**config.mk**
```make
export PLATFORM = sky130hd
export DESIGN_NAME = fifo_stream_reader
export DESIGN_NICKNAME = d
export VERILOG_FILES = /design/src/rtl/fifo_stream_reader.sv
export SDC_FILE = /design/constraint.sdc
export NUM_CORES = 1
export LEC_CHECK = 0
export BUFFER_PORTS_ARGS = -buffer_cell sky130_fd_sc_hd__buf_2
export CELL_PAD_IN_SITES_DETAIL_PLACEMENT = 1
export CELL_PAD_IN_SITES_GLOBAL_PLACEMENT = 2
export CORE_AREA = 2 2 76 78
export DETAILED_ROUTE_END_ITERATION = 7
export DIE_AREA = 0 0 78 80
export PLACE_DENSITY_LB_ADDON = 0.1
export SKIP_LAST_GASP = 1
export SYNTH_ARGS = -nofsm -noshare
export SYNTH_HDL_FRONTEND = slang
export SYNTH_SLANG_ARGS = --single-unit
```
**constraint.sdc**
```tcl
create_clock -name clk_i -period 3.65 [get_ports clk_i]
set_clock_uncertainty 0.1 [all_clocks]
set_input_delay 0.1825 -clock clk_i [delete_from_list [all_inputs] [get_ports clk_i]]
set_output_delay 0.1825 -clock clk_i [all_outputs]
set_load 0.03 [all_outputs]
```
**src/rtl/fifo_stream_reader.sv**
```systemverilog
// Read-side adapter: drains a FIFO through rd_req/q/empty and presents the words
// as a registered valid/ready stream, hiding the FIFO read latency with a 2-entry buffer.
module fifo_stream_reader #(
  parameter int unsigned DWIDTH    = 8,
  parameter string       SHOWAHEAD = "OFF",
  parameter int unsigned CWIDTH    = 16
) (
  input  logic              clk_i,
  input  logic              srst_n_i,
  output logic              fifo_rd_req_o,
  input  logic [DWIDTH-1:0] fifo_q_i,
  input  logic              fifo_empty_i,
  output logic [DWIDTH-1:0] src_data_o,
  output logic              src_valid_o,
  input  logic              src_ready_i,
  output logic [1:0]        buf_level_o,
  output logic [CWIDTH-1:0] words_o
);

  localparam bit SHOW_ON = (SHOWAHEAD == "ON");

  logic [DWIDTH-1:0] head_q, head_d;
  logic [DWIDTH-1:0] tail_q, tail_d;
  logic [1:0]        occ_q, occ_d;
  logic              valid_q, valid_d;
  logic              inflight_q, inflight_d;
  logic [CWIDTH-1:0] words_q, words_d;

  logic       pop;
  logic       cap;
  logic       rd_req;
  logic [2:0] pending;

  always_comb begin
    // NOTE: every signal driven here gets a default first so no path leaves it unassigned (no latches).
    head_d     = head_q;
    tail_d     = tail_q;
    occ_d      = occ_q;
    pop        = valid_q & src_ready_i;
    // Words that will occupy the buffer at the end of this cycle if no new request is made.
    pending    = {1'b0, occ_q} + {2'b00, inflight_q} - {2'b00, pop};
    // Held off during reset so the FIFO does not advance past words that are being discarded.
    rd_req     = srst_n_i & ~fifo_empty_i & (pending < 3'd2);
    cap        = SHOW_ON ? rd_req : inflight_q;
    inflight_d = SHOW_ON ? 1'b0 : rd_req;
    words_d    = words_q + {{(CWIDTH-1){1'b0}}, pop};

    unique case ({cap, pop})
      2'b10: begin
        if (occ_q == 2'd0) head_d = fifo_q_i;
        else               tail_d = fifo_q_i;
        occ_d = occ_q + 2'd1;
      end
      2'b01: begin
        head_d = tail_q;
        occ_d  = occ_q - 2'd1;
      end
      2'b11: begin
        // Occupancy is unchanged; the incoming word goes behind whatever is left after the pop.
        if (occ_q == 2'd1) begin
          head_d = fifo_q_i;
        end else begin
          head_d = tail_q;
          tail_d = fifo_q_i;
        end
      end
      default: ;
    endcase

    valid_d = (occ_d != 2'd0);
  end

  always_ff @(posedge clk_i) begin
    // NOTE: sequential state uses non-blocking assignments so every flop samples pre-edge values.
    if (!srst_n_i) begin
      // NOTE: the two data entries are reset too because src_data_o must read 0 after reset.
      head_q     <= '0;
      tail_q     <= '0;
      occ_q      <= 2'd0;
      valid_q    <= 1'b0;
      inflight_q <= 1'b0;
      words_q    <= '0;
    end else begin
      head_q     <= head_d;
      tail_q     <= tail_d;
      occ_q      <= occ_d;
      valid_q    <= valid_d;
      inflight_q <= inflight_d;
      words_q    <= words_d;
    end
  end

  assign fifo_rd_req_o = rd_req;
  assign src_data_o    = head_q;
  assign src_valid_o   = valid_q;
  assign buf_level_o   = occ_q;
  assign words_o       = words_q;

  a_no_overflow : assert property (@(posedge clk_i) disable iff (!srst_n_i)
    (({1'b0, occ_q} + {2'b00, inflight_q}) <= 3'd2));

endmodule
```
==> results.toml, run 1 <==
[floorplan]
start_util_pct = 33.50
placeableCoreArea_sq_um = 5405
ioPinCount = 40
die_h_um = 80
rows = 27
fp.dieArea_sq_um = 6240
die_width_um = 78

[grt]
grt_max_degree = 30
use_met3_pct = 3.959
grt_pass1_vias = 1590
use_met2_pct = 28.10
antenna_found_initial = 0
gr-usage-met1_pct = 18.80
busiest_layer = "met2"
grt_usage_pct = 15.89
grt.overflow.total = 0
grt_pass1_wl_um = 7817

[place]
dpl_cell_area_sq_um = 2032
dp_hpwl_um = 3246
dp.cells = 299
gp_congestion = 0.8326
port-buffer-count = 39

[setup_path]
crit_path_cell_trace = "nand2_2 -> ha_1 -> nand2b_1 -> fa_1 -> xor2_1 -> nor3_1 -> buf_2"
cpLargestDelayFamily = "adder cells"
worstReg2RegStart = "src_valid_o"
rrSetupSlack_ns = 1.30
rr_endpoint = "words_o[10]"
crit_required_ns = 3.37
critPathKind = "reg -> out"
arrival_ns = 2.39
max_stage_delay_ns = 0.41
worstPathMaxFanout = 10
cp_slowest_cell = "dfxtp_1"
r2r_cells = 7
end_kind = "output port"
cp-start-kind = "flip-flop"
critical_path_buf_inv_count = 1

[timing]
finalMaxSlewViolations = 0
min_period_ns = 2.674
setup-tns-final_ns = 0
worst-slew-pin-transition_ns = 0.7974
hold_violations = 0
finalCritPeriodShare_pct = 73.26
setup_violations = 0
slew_headroom_pct = 46.78
grt_setup_unrepaired = "false"
max_freq_mhz = 374.0
timing.hold.ws_ns = 0.03767

[power]
power_density_nw_per_um2 = 699.3
p_leak_nw = 0.8492
ir_drop_mv = 0.3009
total_power_w = 0.001516

[route]
dr.pass1.iters = 4
routed_wl_um = 4495
viasPerCell = 5.143
drtIter0Drc = 25
ant_nets = 0
drt-wirelength-per-cell_um = 14.59
via_count = 1584
drc_errors = 0

[cts]
cts_buffers = 5
clk_path_buf_depth = 2
cts-root-buf = "clkbuf_8"
worstSkewPairLatency_ns = 0.29
post_cts_buffers = 0
cts_tree = "yes"
clkTransAtPathRegs_ns = 0.08
htreeDepth = 2
clock-sinks = 36

[layout]
layout.cells.non_filler = 308
nNetsFinal = 253
drive_above_1_share_pct = 26.27
design_area_sq_um = 2168
antennaDiodeCount = 0
area_delta_synth_final_pct = 19.77

[run_status]
status = "complete, no violations"

[synth]
syn_inst = 198
synth_area_sq_um = 1810
synth_fp_nets = 216
synth-warning-count = 0
syn_avg_cell_area_sq_um = 9.144
synth_seq_cells = 36
yosysUniqueCellTypes = 36
seq_area_frac_synth_pct = 39.81

[worst_hold_path]
holdPathStages = 3
min_to = "tail_q[3]"
hp-start = "fifo_q_i[3]"
hp-class = "in -> reg"

[flow_run]
drv_cap = 0
cells by family after synthesis:
logic type	Yosys count	share of synthesized area, %
flip-flops	36	39.81
buffers and inverters	17	4.975
AO/OA/AOI/OAI	38	16.66
adder cells (fa/ha/maj)	6	4.561
multiplexers	12	6.635
XOR/XNOR	4	1.935
AND/OR/NAND/NOR	85	25.43
synth_stat cells:
library cell | count | area share [%]
nand4_4 | 1 | 1.2
nand4_1 | 2 | 0.69
a211oi_1 | 1 | 0.41
inv_1 | 6 | 1.2
or4_1 | 4 | 1.7
nand2b_1 | 6 | 2.1
buf_4 | 1 | 0.41
a31oi_1 | 1 | 0.35
clkbuf_1 | 6 | 1.2
nand3_2 | 1 | 0.55
xor2_1 | 2 | 0.97
and3b_1 | 1 | 0.48
nor2_1 | 5 | 1.0
and4bb_2 | 1 | 0.69
nand3_1 | 12 | 3.3
and2_1 | 4 | 1.4
nor3_1 | 12 | 3.3
a211oi_4 | 1 | 1.1
or3_1 | 3 | 1.0
o31ai_1 | 4 | 1.7
fa_1 | 1 | 1.1
o21ai_0 | 14 | 3.9
inv_2 | 1 | 0.21
buf_6 | 3 | 1.9
mux2i_1 | 12 | 6.6
and3b_2 | 1 | 0.55
a21o_1 | 1 | 0.41
ha_1 | 5 | 3.5
a21oi_1 | 8 | 2.2
xnor2_1 | 2 | 0.97
dfxtp_1 | 36 | 40
a311oi_2 | 8 | 6.6
nor4_1 | 4 | 1.4
or2_1 | 1 | 0.35
nand2_2 | 1 | 0.35
nand2_1 | 26 | 5.4
how the worst max path moves through the flow:
stage	start	endpoint	slack, ns	cells after the start
6_report	src_valid_o	fifo_rd_req_o	0.98	7
5_1_grt	src_valid_o	fifo_rd_req_o	0.81	7
4_1_cts	src_valid_o	fifo_rd_req_o	0.96	7
3_5_place_dp	src_valid_o	fifo_rd_req_o	1.30	7
3_3_place_gp	src_valid_o	fifo_rd_req_o	1.37	7
2_1_floorplan	src_valid_o	fifo_rd_req_o	0.86	6
what timing repair did:
| item | 4_1_cts | 5_1_grt |
|---|---|---|
| endpoints found under the hold margin | 1 | 0 |
| hold buffers | 1 | 0 |
| gates resized for setup | 0 | 0 |
cell type report:
type	count	area, sq um
clock inverters	1	30.03
multi-input cells	145	999.7
repair buffers	40	205.2
fillers	654	3237
well taps	72	90.09
inverters	7	26.28
clock buffers	7	96.34
flip-flops and latches	36	720.7
placed cells by master (no fill, tap or decap):
| cell | n |
|---|---|
| nand2b_1 | 6 |
| buf_2 | 39 |
| inv_2 | 1 |
| o21ai_0 | 14 |
| a21o_1 | 1 |
| fa_1 | 1 |
| nand3_2 | 1 |
| and3b_2 | 1 |
| and2_1 | 4 |
| dfxtp_1 | 36 |
| xnor2_1 | 2 |
| nor3_1 | 12 |
| a211oi_4 | 1 |
| inv_1 | 6 |
| a21oi_1 | 8 |
| ha_1 | 5 |
| nor4_1 | 4 |
| nand4_1 | 2 |
| clkbuf_8 | 7 |
| or3_1 | 3 |
| a31oi_1 | 1 |
| o31ai_1 | 4 |
| nand2_1 | 26 |
| a311oi_2 | 8 |
| dlygate4sd3_1 | 1 |
| mux2i_1 | 12 |
| or4_1 | 4 |
| xor2_1 | 2 |
| nand3_1 | 12 |
| nand2_2 | 1 |
| and3b_1 | 1 |
| bufinv_16 | 1 |
| nor2_1 | 5 |
| and4bb_2 | 1 |
| nand4_4 | 1 |
| a211oi_1 | 1 |
| or2_1 | 1 |
sequential cells by signal (all words and copies together) (netlist names):
| signal | flops |
|---|---|
| buf_level_o | 2 |
| cap | 1 |
| words_o | 16 |
| src_data_o | 8 |
| tail_q | 8 |
| src_valid_o | 1 |
stage by stage:
step	utilization [%]	worst slack, ns
6_report	40.12	0.9760
2_1_floorplan	-	0.8593
5_1_grt	40.12	0.8051
3_3_place_gp	37.59	1.368
4_1_cts	40.12	0.9585
3_5_place_dp	37.59	1.298
worst reg2reg max path, stage by stage (launching register included):
cell and delay, ns:
dfxtp_1 0.41, nand2_2 0.16, inv_2 0.23, ha_1 0.28, ha_1 0.23, nand3_2 0.19
or4_1 0.52, a21oi_1 0.15
routing by layer:
metal  share of wire (%)  vias to the layer above  wire (um)
met1                  45                      766       2003
met3                 4.0                        7        182
met2                  50                       29       2239
met5                   0                        -          0
met4                 1.5                        0         69
li1                    -                      782          -
power breakdown:
group          internal (W)  leakage, nW  switching, W  total [W]
logic              0.000215        0.492      0.000376   0.000591
clock network      0.000241       0.0645      0.000152   0.000393
registers          0.000474        0.292     0.0000582   0.000532
total              0.000930        0.849      0.000587    0.00152
No activity file was read; power rests on OpenSTA's default activity.
==> run 2: changes to the inputs <==
ABC_AREA = 1   (was unset)
CORE_AREA = 2 2 89 91   (was 2 2 76 78)
DIE_AREA = 0 0 91 93   (was 0 0 78 80)
clock period = 2.35 ns   (was 3.65 ns; I/O delays follow)
==> run 2 against run 1 <==
- sequential power is 53% higher
- setup slack worse by 0.89 ns
- non-clock buffer count is 5 higher
- wire length is 5.5% higher
- hold slack better by 0.015 ns
- critical path type unchanged
==> results.toml, run 2 <==
[run_status]
status = "complete, no violations"

[timing]
max_freq_mhz = 442.6
setup_violations = 0
slew_headroom_pct = 65.20
min_period_ns = 2.259
hold_violations = 0
timing.hold.ws_ns = 0.05269
finalCritPeriodShare_pct = 96.13
worst-slew-pin-transition_ns = 0.5220
setup-tns-final_ns = 0
grt_setup_unrepaired = "true"
finalMaxSlewViolations = 0

[route]
via_count = 1727
routed_wl_um = 4740
drtIter0Drc = 41
routed.top_layer = "met4"
drt-wirelength-per-cell_um = 11.15
dr.pass1.iters = 4
wl_met1_um = 2420
wl_met3_um = 166
ant_nets = 0
viasPerCell = 4.064
drc_errors = 0
met2_length_um = 2079

[synth]
synth_commonest_cells = "64 x nand2_1, 60 x inv_1, 36 x dfxtp_1, 33 x nor2_1, 15 x nand3_1"
yosysMostFrequentCell = "nand2_1"
synth_seq_cells = 36
synth_fp_nets = 293
synth.area.top_cells = "dfxtp_1 38%, nand2_1 13%, inv_1 12%"
synth_top_area_share_pct = 38.25
synth_enable_flop_cells = 0
seq_area_frac_synth_pct = 38.25
syn_inst = 275
synth_area_sq_um = 1884
synthFlopType = "dfxtp_1"
yosysUniqueCellTypes = 27
synth-warning-count = 0
async_reset_ff_share_pct = 0
syn_avg_cell_area_sq_um = 6.852
synth_area_leader_cell = "dfxtp_1"

[setup_path]
end_kind = "output port"
r2r_cells = 12
cp-start-kind = "flip-flop"
worstReg2RegStart = "src_valid_o"
arrival_ns = 2.04
worstPathMaxFanout = 3
crit_required_ns = 2.13
rrSetupSlack_ns = 0.43
critPathKind = "reg -> out"
rr_endpoint = "words_o[12]"

[floorplan]
start_util_pct = 25.03
die_width_um = 91
ioPinCount = 40
placeableCoreArea_sq_um = 7527
die_h_um = 93
fp.dieArea_sq_um = 8463
rows = 32

[layout]
drive_above_1_share_pct = 24.15
nNetsFinal = 340
layout_commonest_cell = "nand2_1"
area_delta_synth_final_pct = 26.10
antennaDiodeCount = 0
nFillCells = 958
largest_reg_flops = 16
layout.cells.non_filler = 425
layout_common_cells = "63 x nand2_1, 59 x inv_1, 38 x buf_2, 34 x dfxtp_1, 32 x nor2_1"

[cts]
clock-sinks = 36
htreeDepth = 2
clkTransAtPathRegs_ns = 0.08
cts-root-buf = "clkbuf_8"
cts_buffers = 5
cts_tree = "yes"
worstSkewPairLatency_ns = 0.29
clk_path_buf_depth = 2

[flow_run]
drv_cap = 0

[grt]
grt_max_degree = 27
grt_usage_pct = 12.02
grt_pass1_wl_um = 8148
grt_pass1_vias = 1746
grt.overflow.total = 0
antenna_found_initial = 0

[place]
gp_congestion = 0.7044
dp_hpwl_um = 3411
dp.cells = 413
port-buffer-count = 39

[worst_hold_path]
hp-start = "fifo_q_i[3]"
hp-class = "in -> reg"
min_to = "tail_q[3]"
holdPathStages = 5

[power]
total_power_w = 0.002233
p_leak_nw = 1.215
ir_drop_mv = 0.3300
power_density_nw_per_um2 = 940.0
run 2: cell count changes after synthesis, moves of 6 or more:
| cell | previous run | this run |
|---|---|---|
| inv_1 | 6 | 60 |
| nor2_1 | 5 | 33 |
| o21ai_1 | 0 | 10 |
| clkbuf_1 | 6 | 0 |
| mux2i_1 | 12 | 0 |
| a311oi_2 | 8 | 0 |
| a21oi_2 | 0 | 8 |
| nand2b_1 | 6 | 0 |
| nor3_1 | 12 | 2 |
| o21ai_0 | 14 | 8 |
| nand2_1 | 26 | 64 |
run 2: what timing repair did:
action                                  CTS  global route
endpoints found under the setup margin    1             1
buffers inserted                          0             3
hold buffers                              1             0
resized for setup                         4             7
endpoints found under the hold margin     1             0
pin swaps                                 0             5
run 2: cell families after synthesis:
logic type	count (synthesis)	share of synthesized area (%)
xor gates and xnor gates	4	1.860
DFF	36	38.25
AOI/OAI and AO/OA	39	13.28
and+or+nand+nor	124	28.15
buffers and inverters	66	14.08
adders and majority gates	6	4.383
run 2: layout make-up:
class / instances / area, sq um / area share [%]
Clock inverter: 2 / 35.03 / 1.474
Tap cell: 102 / 127.6 / 5.371
Multi-Input combinational cell: 173 / 937.1 / 39.44
Clock buffer: 6 / 72.57 / 3.054
Sequential cell: 36 / 725.7 / 30.54
Timing Repair Buffer: 45 / 249.0 / 10.48
Inverter: 61 / 229.0 / 9.637
run 2: worst max path at each step:
stage                      from       endpoint  depth (start not counted)
detailed placement  src_valid_o  fifo_rd_req_o                          8
CTS                         cap  fifo_rd_req_o                          7
finish              src_valid_o  fifo_rd_req_o                          8
global placement    src_valid_o  fifo_rd_req_o                          8
floorplan           src_valid_o  fifo_rd_req_o                          7
global route        src_valid_o  fifo_rd_req_o                          8
run 2: metrics by stage:
stage	cell area, sq um	setup WS [ns]	util (%)
floorplan	1896	0.08317	-
global placement	2197	0.2151	29.19
detailed placement	2197	0.1875	29.19
CTS	2335	0.01771	31.02
global route	2376	-0.02901	31.57
finish	2376	0.09083	31.57
run 2: worst max-delay path: stages (launching register included):
cell and delay, ns:
dfxtp_4 0.37, nand2_4 0.06, ha_4 0.25, nor2_4 0.08
inv_2 0.05, fa_1 0.51, nand2_2 0.08, nor3_4 0.21
buf_6 0.15
run 2: metal layers:
metal	track usage (%)	vias to the layer above
li1	-	925
met1	15.65	770
met2	19.51	27
met3	2.901	5
met4	4.167	0
met5	0	-
run 2: where the power goes:
| part | leakage, nW | total [W] | switching [W] | internal [W] |
|---|---|---|---|---|
| Combinational | 0.866 | 0.000864 | 0.000561 | 0.000304 |
| Clock | 0.0552 | 0.000556 | 0.000241 | 0.000315 |
| Sequential | 0.294 | 0.000813 | 0.0000763 | 0.000737 |
| Total | 1.21 | 0.00223 | 0.000878 | 0.00136 |
